`src/rtl/rs232_pkg.sv`:
```
// ---------------------------------------------------------------------------
// rs232_pkg : shared constants, TX state encoding and parity helper
// Rev 1.0
// ---------------------------------------------------------------------------
`default_nettype none

package rs232_pkg;

  localparam int TICKS_PER_BIT = 16;

  typedef enum logic [2:0] {
    IDLE   = 3'd0,
    START  = 3'd1,
    DATA   = 3'd2,
    PARITY = 3'd3,
    STOP   = 3'd4
  } tx_state_t;

  // Narrower words are zero-extended by the caller, which leaves the XOR unchanged
  function automatic logic tx_parity(input logic [7:0] data, input logic odd);
    return (^data) ^ odd;
  endfunction

endpackage

`default_nettype wire

```
`src/rtl/rs232_tx_bitclk.sv`:
```
// ---------------------------------------------------------------------------
// rs232_tx_bitclk : 4-bit tick counter, bit_end strobes on the last tick of a bit
// Rev 1.0
// ---------------------------------------------------------------------------
`default_nettype none

module rs232_tx_bitclk
  import rs232_pkg::*;
(
  input  logic Clock16x,
  input  logic Reset,
  input  logic clear,
  output logic bit_end
);

  logic [3:0] tick;

  always_ff @(posedge Clock16x) begin
    if (Reset || clear) tick <= '0;
    else                tick <= tick + 4'd1;
  end

  assign bit_end = (tick == 4'(TICKS_PER_BIT - 1));

endmodule

`default_nettype wire

```
`src/rtl/rs232_txd.sv`:
```
// ---------------------------------------------------------------------------
// rs232_txd : 16x-clocked UART transmitter with one-word holding register
// Rev 1.0
// ---------------------------------------------------------------------------
`default_nettype none

module rs232_txd
  import rs232_pkg::*;
#(
  parameter int DATA_BITS  = 8,
  parameter int PARITY_EN  = 0,
  parameter int PARITY_ODD = 0,
  parameter int STOP_BITS  = 1
) (
  input  logic                 Clock16x,
  input  logic                 Reset,
  input  logic [DATA_BITS-1:0] DataIn,
  input  logic                 DataValid,
  output logic                 DataReady,
  output logic                 Txd,
  output logic                 Busy
);

  localparam logic [2:0] LAST_DATA = 3'(DATA_BITS - 1);
  localparam logic [2:0] LAST_STOP = 3'(STOP_BITS - 1);
  localparam logic       ODD       = (PARITY_ODD != 0);

  tx_state_t            state;
  logic [DATA_BITS-1:0] hold;
  logic                 hold_full;
  logic [DATA_BITS-1:0] shifter;
  logic                 par_bit;
  logic [2:0]           bit_cnt;
  logic                 bit_end;
  logic                 accept;
  logic                 last_stop;
  logic                 load;

  // Counter idles at zero, so every bit boundary is a natural 15->0 wrap
  rs232_tx_bitclk u_bitclk (
    .Clock16x (Clock16x),
    .Reset    (Reset),
    .clear    (state == IDLE),
    .bit_end  (bit_end)
  );

  assign accept    = DataValid & DataReady;
  assign last_stop = (state == STOP) && bit_end && (bit_cnt == LAST_STOP);
  assign load      = hold_full && ((state == IDLE) || last_stop);
  assign Busy      = (state != IDLE) | hold_full;

  always_ff @(posedge Clock16x) begin
    if (Reset) begin
      state     <= IDLE;
      Txd       <= 1'b1;
      hold      <= '0;
      hold_full <= 1'b0;
      DataReady <= 1'b1;
      shifter   <= '0;
      par_bit   <= 1'b0;
      bit_cnt   <= '0;
    end else begin
      // A load needs a full hold and an accept needs an empty one
      assert (!(accept && load));

      case (state)
        IDLE: ;
        START: if (bit_end) begin
          state   <= DATA;
          Txd     <= shifter[0];
          shifter <= shifter >> 1;
          bit_cnt <= '0;
        end
        DATA: if (bit_end) begin
          if (bit_cnt == LAST_DATA) begin
            bit_cnt <= '0;
            if (PARITY_EN != 0) begin
              state <= PARITY;
              Txd   <= par_bit;
            end else begin
              state <= STOP;
              Txd   <= 1'b1;
            end
          end else begin
            bit_cnt <= bit_cnt + 3'd1;
            Txd     <= shifter[0];
            shifter <= shifter >> 1;
          end
        end
        PARITY: if (bit_end) begin
          state <= STOP;
          Txd   <= 1'b1;
        end
        STOP: if (bit_end) begin
          if (bit_cnt == LAST_STOP) begin
            bit_cnt <= '0;
            state   <= IDLE;
          end else begin
            bit_cnt <= bit_cnt + 3'd1;
          end
        end
        default: begin
          state <= IDLE;
          Txd   <= 1'b1;
        end
      endcase

      // Load overrides the IDLE fallback above, giving zero-gap frames
      if (load) begin
        shifter   <= hold;
        par_bit   <= tx_parity(8'(hold), ODD);
        hold_full <= 1'b0;
        DataReady <= 1'b1;
        state     <= START;
        Txd       <= 1'b0;
      end

      if (accept) begin
        hold      <= DataIn;
        hold_full <= 1'b1;
        DataReady <= 1'b0;
      end
    end
  end

endmodule

`default_nettype wire
```
`config.mk`:
```
export PLATFORM = sky130hd
export DESIGN_NAME = rs232_txd
export DESIGN_NICKNAME = d
export VERILOG_FILES = /design/src/rtl/rs232_pkg.sv /design/src/rtl/rs232_tx_bitclk.sv /design/src/rtl/rs232_txd.sv
export SDC_FILE = /design/constraint.sdc
export NUM_CORES = 1
export LEC_CHECK = 0
export CORE_ASPECT_RATIO = 0.7
export CORE_MARGIN = 3
export CORE_UTILIZATION = 55
export CTS_BUF_LIST = sky130_fd_sc_hd__clkbuf_8
export CTS_CLUSTER_DIAMETER = 80
export CTS_CLUSTER_SIZE = 30
export DETAILED_ROUTE_END_ITERATION = 6
export GPL_TIMING_DRIVEN = 0
export PLACE_DENSITY = 0.78
export SLEW_MARGIN = 20
export SYNTH_ARGS = -nofsm -noshare
export SYNTH_HDL_FRONTEND = slang
export SYNTH_SLANG_ARGS = --single-unit
```
`constraint.sdc`:
```
create_clock -name Clock16x -period 5 [get_ports Clock16x]
set_clock_uncertainty 0.2 [all_clocks]
set_input_delay 0.75 -clock Clock16x [delete_from_list [all_inputs] [get_ports Clock16x]]
set_output_delay 0.75 -clock Clock16x [all_outputs]
set_load 0.05 [all_outputs]
```
* Yosys cells after proc, flatten, opt, wreduce, memory -nomap -nowiden
Cells that the tools add are included.
Operators by class: add/sub/neg operators 2, $mul 0, divide/modulo/power cells 0, magnitude comparators 0, eq/ne operators 21, shift-type cells 0, mux-type cells 29, bitwise gates (word level) 3, reductions and logical operators 18
Operators with widths (number):
- $mux 3 | 11
- $mux 8 | 4
- $ne 3x3->1 const B | 6
- $pmux 8 s2 | 1
- $pmux 3 s5 | 1
- $reduce_and 7->1 | 2
- $ne 2x2->1 const B | 6
- $reduce_and 4->1 | 3
- $mux 1 | 10
- $pmux 3 s3 | 1
- $reduce_bool 3->1 | 3
- $eq 3x2->1 const B | 2
- $eq 3x3->1 const B | 2
- $logic_not 3->1 | 2
- $add 4x1->4 const B | 1
- $eq 4x4->1 const B | 1
- $ne 2x1->1 const B | 2
- $pmux 1 s4 | 1
- $reduce_or 2->1 | 2
- $add 3x1->3 const B | 1
- $eq 3x1->1 const B | 1
- $logic_and 1x1->1 | 3
- $ne 3x2->1 const B | 1
- $logic_or 1x1->1 | 2
- 4 further kinds | 4
Word-level totals: register bits after elaboration 29, bits in latches 0, memory bits (writable) 0, memory bits (read-only) 0, bits of input ports 11, output and inout bits 3, word-level logic and storage cells 82, memories 0

* Depth between registers and ports, before layout
depth in word-level cells 7, depth in mapped cells 6, gate-level depth less buffers 6

* Modules after synthesis
Synthesis repeated with hierarchy kept, for this count alone.
Unflattened totals: cell total of the unflattened synthesis 150, area total of the unflattened synthesis 1325.0 sq um
Modules (own cells, without submodules):
- rs232_txd | times used 1, cells each 136, area an instance 1169.9 sq um, sequential area each 500.5 sq um
- rs232_tx_bitclk | times used 1, cells each 14, area an instance 155.1 sq um, sequential area each 80.1 sq um

* Worst setup path after synthesis
Ideal clock, no wire load.
path type register to output, from register state[1], to output Busy, data arrival time 1.210 ns, required time 4.050 ns, setup slack 2.840 ns, cell stages (with the launch flop) 4, buffers on the path 1, cells stage by stage dfxtp_1 buf_6 or2_1 or3_1
Between the ends: longest elaborated chain between the ends 2
Ends and longest elaborated chain:
- start: declaration | line rs232_txd.sv:28 | tx_state_t state;
- start signal: assignment | line rs232_txd.sv:54 | state <= IDLE;
- start signal: assignment | line rs232_txd.sv:69 | state <= DATA;
- start signal: assignment | line rs232_txd.sv:78 | state <= PARITY;
- $reduce_bool 3->1 | line rs232_txd.sv:50 | assign Busy = (state != IDLE) | hold_full;
- $or 1x1->1 | line rs232_txd.sv:50
- end: declaration | line rs232_txd.sv:21 | output logic Busy
Every way passes these cells.

* Worst setup path after layout
Same ends and word-level chain as after synthesis.

==> results.py <==
metrics = {
    "power_and_ir_drop": {
        "netSwitchingPower_w": 0.0001302,
        "p_clk_frac": 0.443,
        "fin_total_pwr_w": 0.0005601,
        "ir_worst_vdd_v": 0.0002634,
        "pwr-share-comb": 0.108,
        "internal-power_w": 0.0004298,
        "p_leak_nw": 0.6081,
        "p_sw_frac": 0.2325,
        "seqPwrFrac": 0.449,
        "cellPowerDensity_mw_per_mm2": 347.8,
    },
    "layout": {
        "antennaDiodeCount": 0,
        "nNetsFinal": 186,
        "area_delta_synth_final_pct": 20.73,
        "layout-drive-gt1-share": 0.08140,
        "stdcell_area_sq_mm": 0.001610,
    },
    "timing": {
        "fin_crit_sh": 0.6014,
        "fmax_mhz": 332.6,
        "worst_hold_slack_ns": 0.2576,
        "rsz0062_at_grt": "no",
        "relSlewSlack": 0.6708,
        "slew_viol_final": 0,
        "hold_viol_final": 0,
        "setup_ws_ns": 1.993,
        "setup_tns_ns": 0,
        "setup_violations": 0,
        "worstMarginPinSlew_ns": 0.4923,
        "period_needed_ns": 3.007,
    },
    "setup_path": {
        "rr_worst_depth": 6,
        "critPathArrivalTime_ns": 2.06,
        "crit_path_end_kind": "output port",
        "required_ns": 4.05,
        "rrSetupSlack_ns": 2.71,
        "crit_fanout": 10,
        "startpoint_type": "flip-flop",
        "worstSetupPathType": "flip-flop to output port",
    },
    "place": {
        "post_dp_cell_area_sq_mm": 0.001494,
        "place_congestion": 0.7664,
        "place_hpwl_mm": 2.016,
        "dp_slack_ns": 2.306,
        "port_buffers": 12,
    },
    "synth": {
        "synthCells": 152,
        "yosysMostFrequentCell": "dfxtp_1",
        "synth-edff-count": 0,
        "avgSynthCellArea_sq_um": 8.775,
        "synth_cell_type_count": 39,
        "synth_fp_nets": 167,
        "yosys_most_used_dff": "dfxtp_1",
        "async_reset_ff_frac": 0,
        "synth_top_area_cell": "dfxtp_1",
        "ys_warn_count": 0,
        "ys_seq_area_frac": 0.4353,
        "yosys-top-cells-count": "29 x dfxtp_1, 23 x nand2_1, 22 x a21oi_1",
        "ys_seq_elements": 29,
        "ys_top_cells_by_area": "dfxtp_1 44%, a21oi_1 8.3%, nand2_1 6.5%, o221a_1 5.9%, ha_1 3.8%",
        "syn_area_sq_mm": 0.001334,
        "yosysTopAreaCellShare": 0.4353,
    },
    "drt": {
        "finalWirelength_mm": 2.960,
        "detail-route-antenna-nets": 0,
        "firstDrtPassIters": 4,
        "num_vias": 1150,
        "via_per_inst": 5.637,
        "route.detailed.drc": 0,
        "routedWlPerCell_um": 14.51,
        "drt-initial-drc-count": 108,
    },
    "outcome": {
        "outcome": "finished clean",
    },
    "global_route": {
        "grt_overflow": 0,
        "antenna_found_initial": 0,
        "grt_pass1_wl_mm": 4.899,
        "grt_max_degree": 11,
        "grt_pass1_vias": 1053,
        "grt.total_usage": 0.2172,
    },
    "hold_path": {
        "hold_path_depth": 1,
        "hold_class": "flip-flop to flip-flop",
    },
    "clock_tree": {
        "post_cts_resized": 0,
        "clk_path_buf_depth": 2,
        "holdBufCountCts": 0,
        "post_cts_buffers": 0,
        "cts_tree": "done",
        "clockRootBuffer": "clkbuf_8",
        "clkTransAtPathRegs_ns": 0.06,
        "htree_num_levels": 2,
        "clock-sinks": 29,
        "insertion_delay_ns": 0.28,
        "cts_buffers": 5,
    },
    "floorplan": {
        "ioPinCount": 14,
        "die_h_um": 47.20,
        "std_cell_rows": 14,
        "die_x_um": 64.86,
        "start_util": 0.5995,
        "die_area_sq_mm": 0.003061,
        "coreArea_sq_mm": 0.002225,
    },
    "flow_run": {
        "drv_cap": 0,
    },
}
## power by group through the flow
stage	clock network [W]	logic (W)	registers (W)
CTS	0.000250	0.0000605	0.000251
floorplan	0	0.0000360	0.000258
finish	0.000248	0.0000605	0.000251
global placement	0	0.0000578	0.000255
detailed placement	0	0.0000592	0.000256
global route	0.000258	0.0000650	0.000252
## final timing paths
| path | start | end |
|---|---|---|
| setup / recovery | state[1] | Busy |
| hold / removal | u_bitclk.tick[0] | u_bitclk.tick[0] |
| setup reg to reg | bit_cnt[0] | shifter[4] |
| hold reg to reg | u_bitclk.tick[0] | u_bitclk.tick[0] |
## placed cells by master (no fill, tap or decap), types with 2 or more instances in the layout
cell / Yosys / routed
o221a_1: 7 / 7
nand2b_1: 4 / 4
clkdlybuf4s50_1: 0 / 12
clkbuf_1: 4 / 4
or4b_1: 2 / 2
ha_1: 4 / 4
xor2_1: 2 / 2
buf_6: 3 / 3
inv_1: 10 / 11
nand3_1: 3 / 3
clkbuf_8: 0 / 6
nor2_1: 11 / 11
a21oi_1: 22 / 22
o21ai_1: 2 / 2
o21ai_0: 2 / 2
nand2_1: 23 / 23
dfxtp_1: 29 / 29
## routing by layer
metal	global-route usage	wire length, um
met3	0.06699	205
met2	0.3455	1336
met5	0	0
met4	0.06303	26
met1	0.2896	1392
## flip-flops by register name, indices dropped and copies added, names as in the netlist
register	count
hold	8
shifter	8
u_bitclk.tick	4
bit_cnt	3
state	3
DataReady	1
Txd	1
hold_full	1
## stage by stage
stage                     utilization  instances
after floorplan                     -        152
after global placement         0.6715        196
after detailed placement       0.6715        196
after CTS                      0.7238        204
after global routing           0.7238        204
final                          0.7238        204
## logic make-up after synthesis
| logic type | after synthesis | share of synthesized area |
|---|---|---|
| DFF | 29 | 0.4353 |
| xor gates and xnor gates | 3 | 0.01970 |
| AOI/OAI and AO/OA | 45 | 0.2458 |
| adders and majority gates | 4 | 0.03752 |
| and+or+nand+nor | 53 | 0.1933 |
| buffers and inverters | 18 | 0.06847 |
## area by class of cell
class                           count  area, sq um
Clock inverter                      2        33.78
Inverter                           10        37.54
Timing Repair Buffer               12        120.1
Multi-Input combinational cell    105        661.9
Fill cell                         190        614.3
Sequential cell                    29        580.6
Buffer                              8        53.80
Tap cell                           32        40.04
Clock buffer                        6        82.58
## critical path: stages (launching register included)
cell	delay, ns
dfxtp_1	0.32
buf_6	0.13
or2_1	0.28
or3_1	0.33
clkdlybuf4s50_1	0.71
No activity file was read; power rests on OpenSTA's default activity.
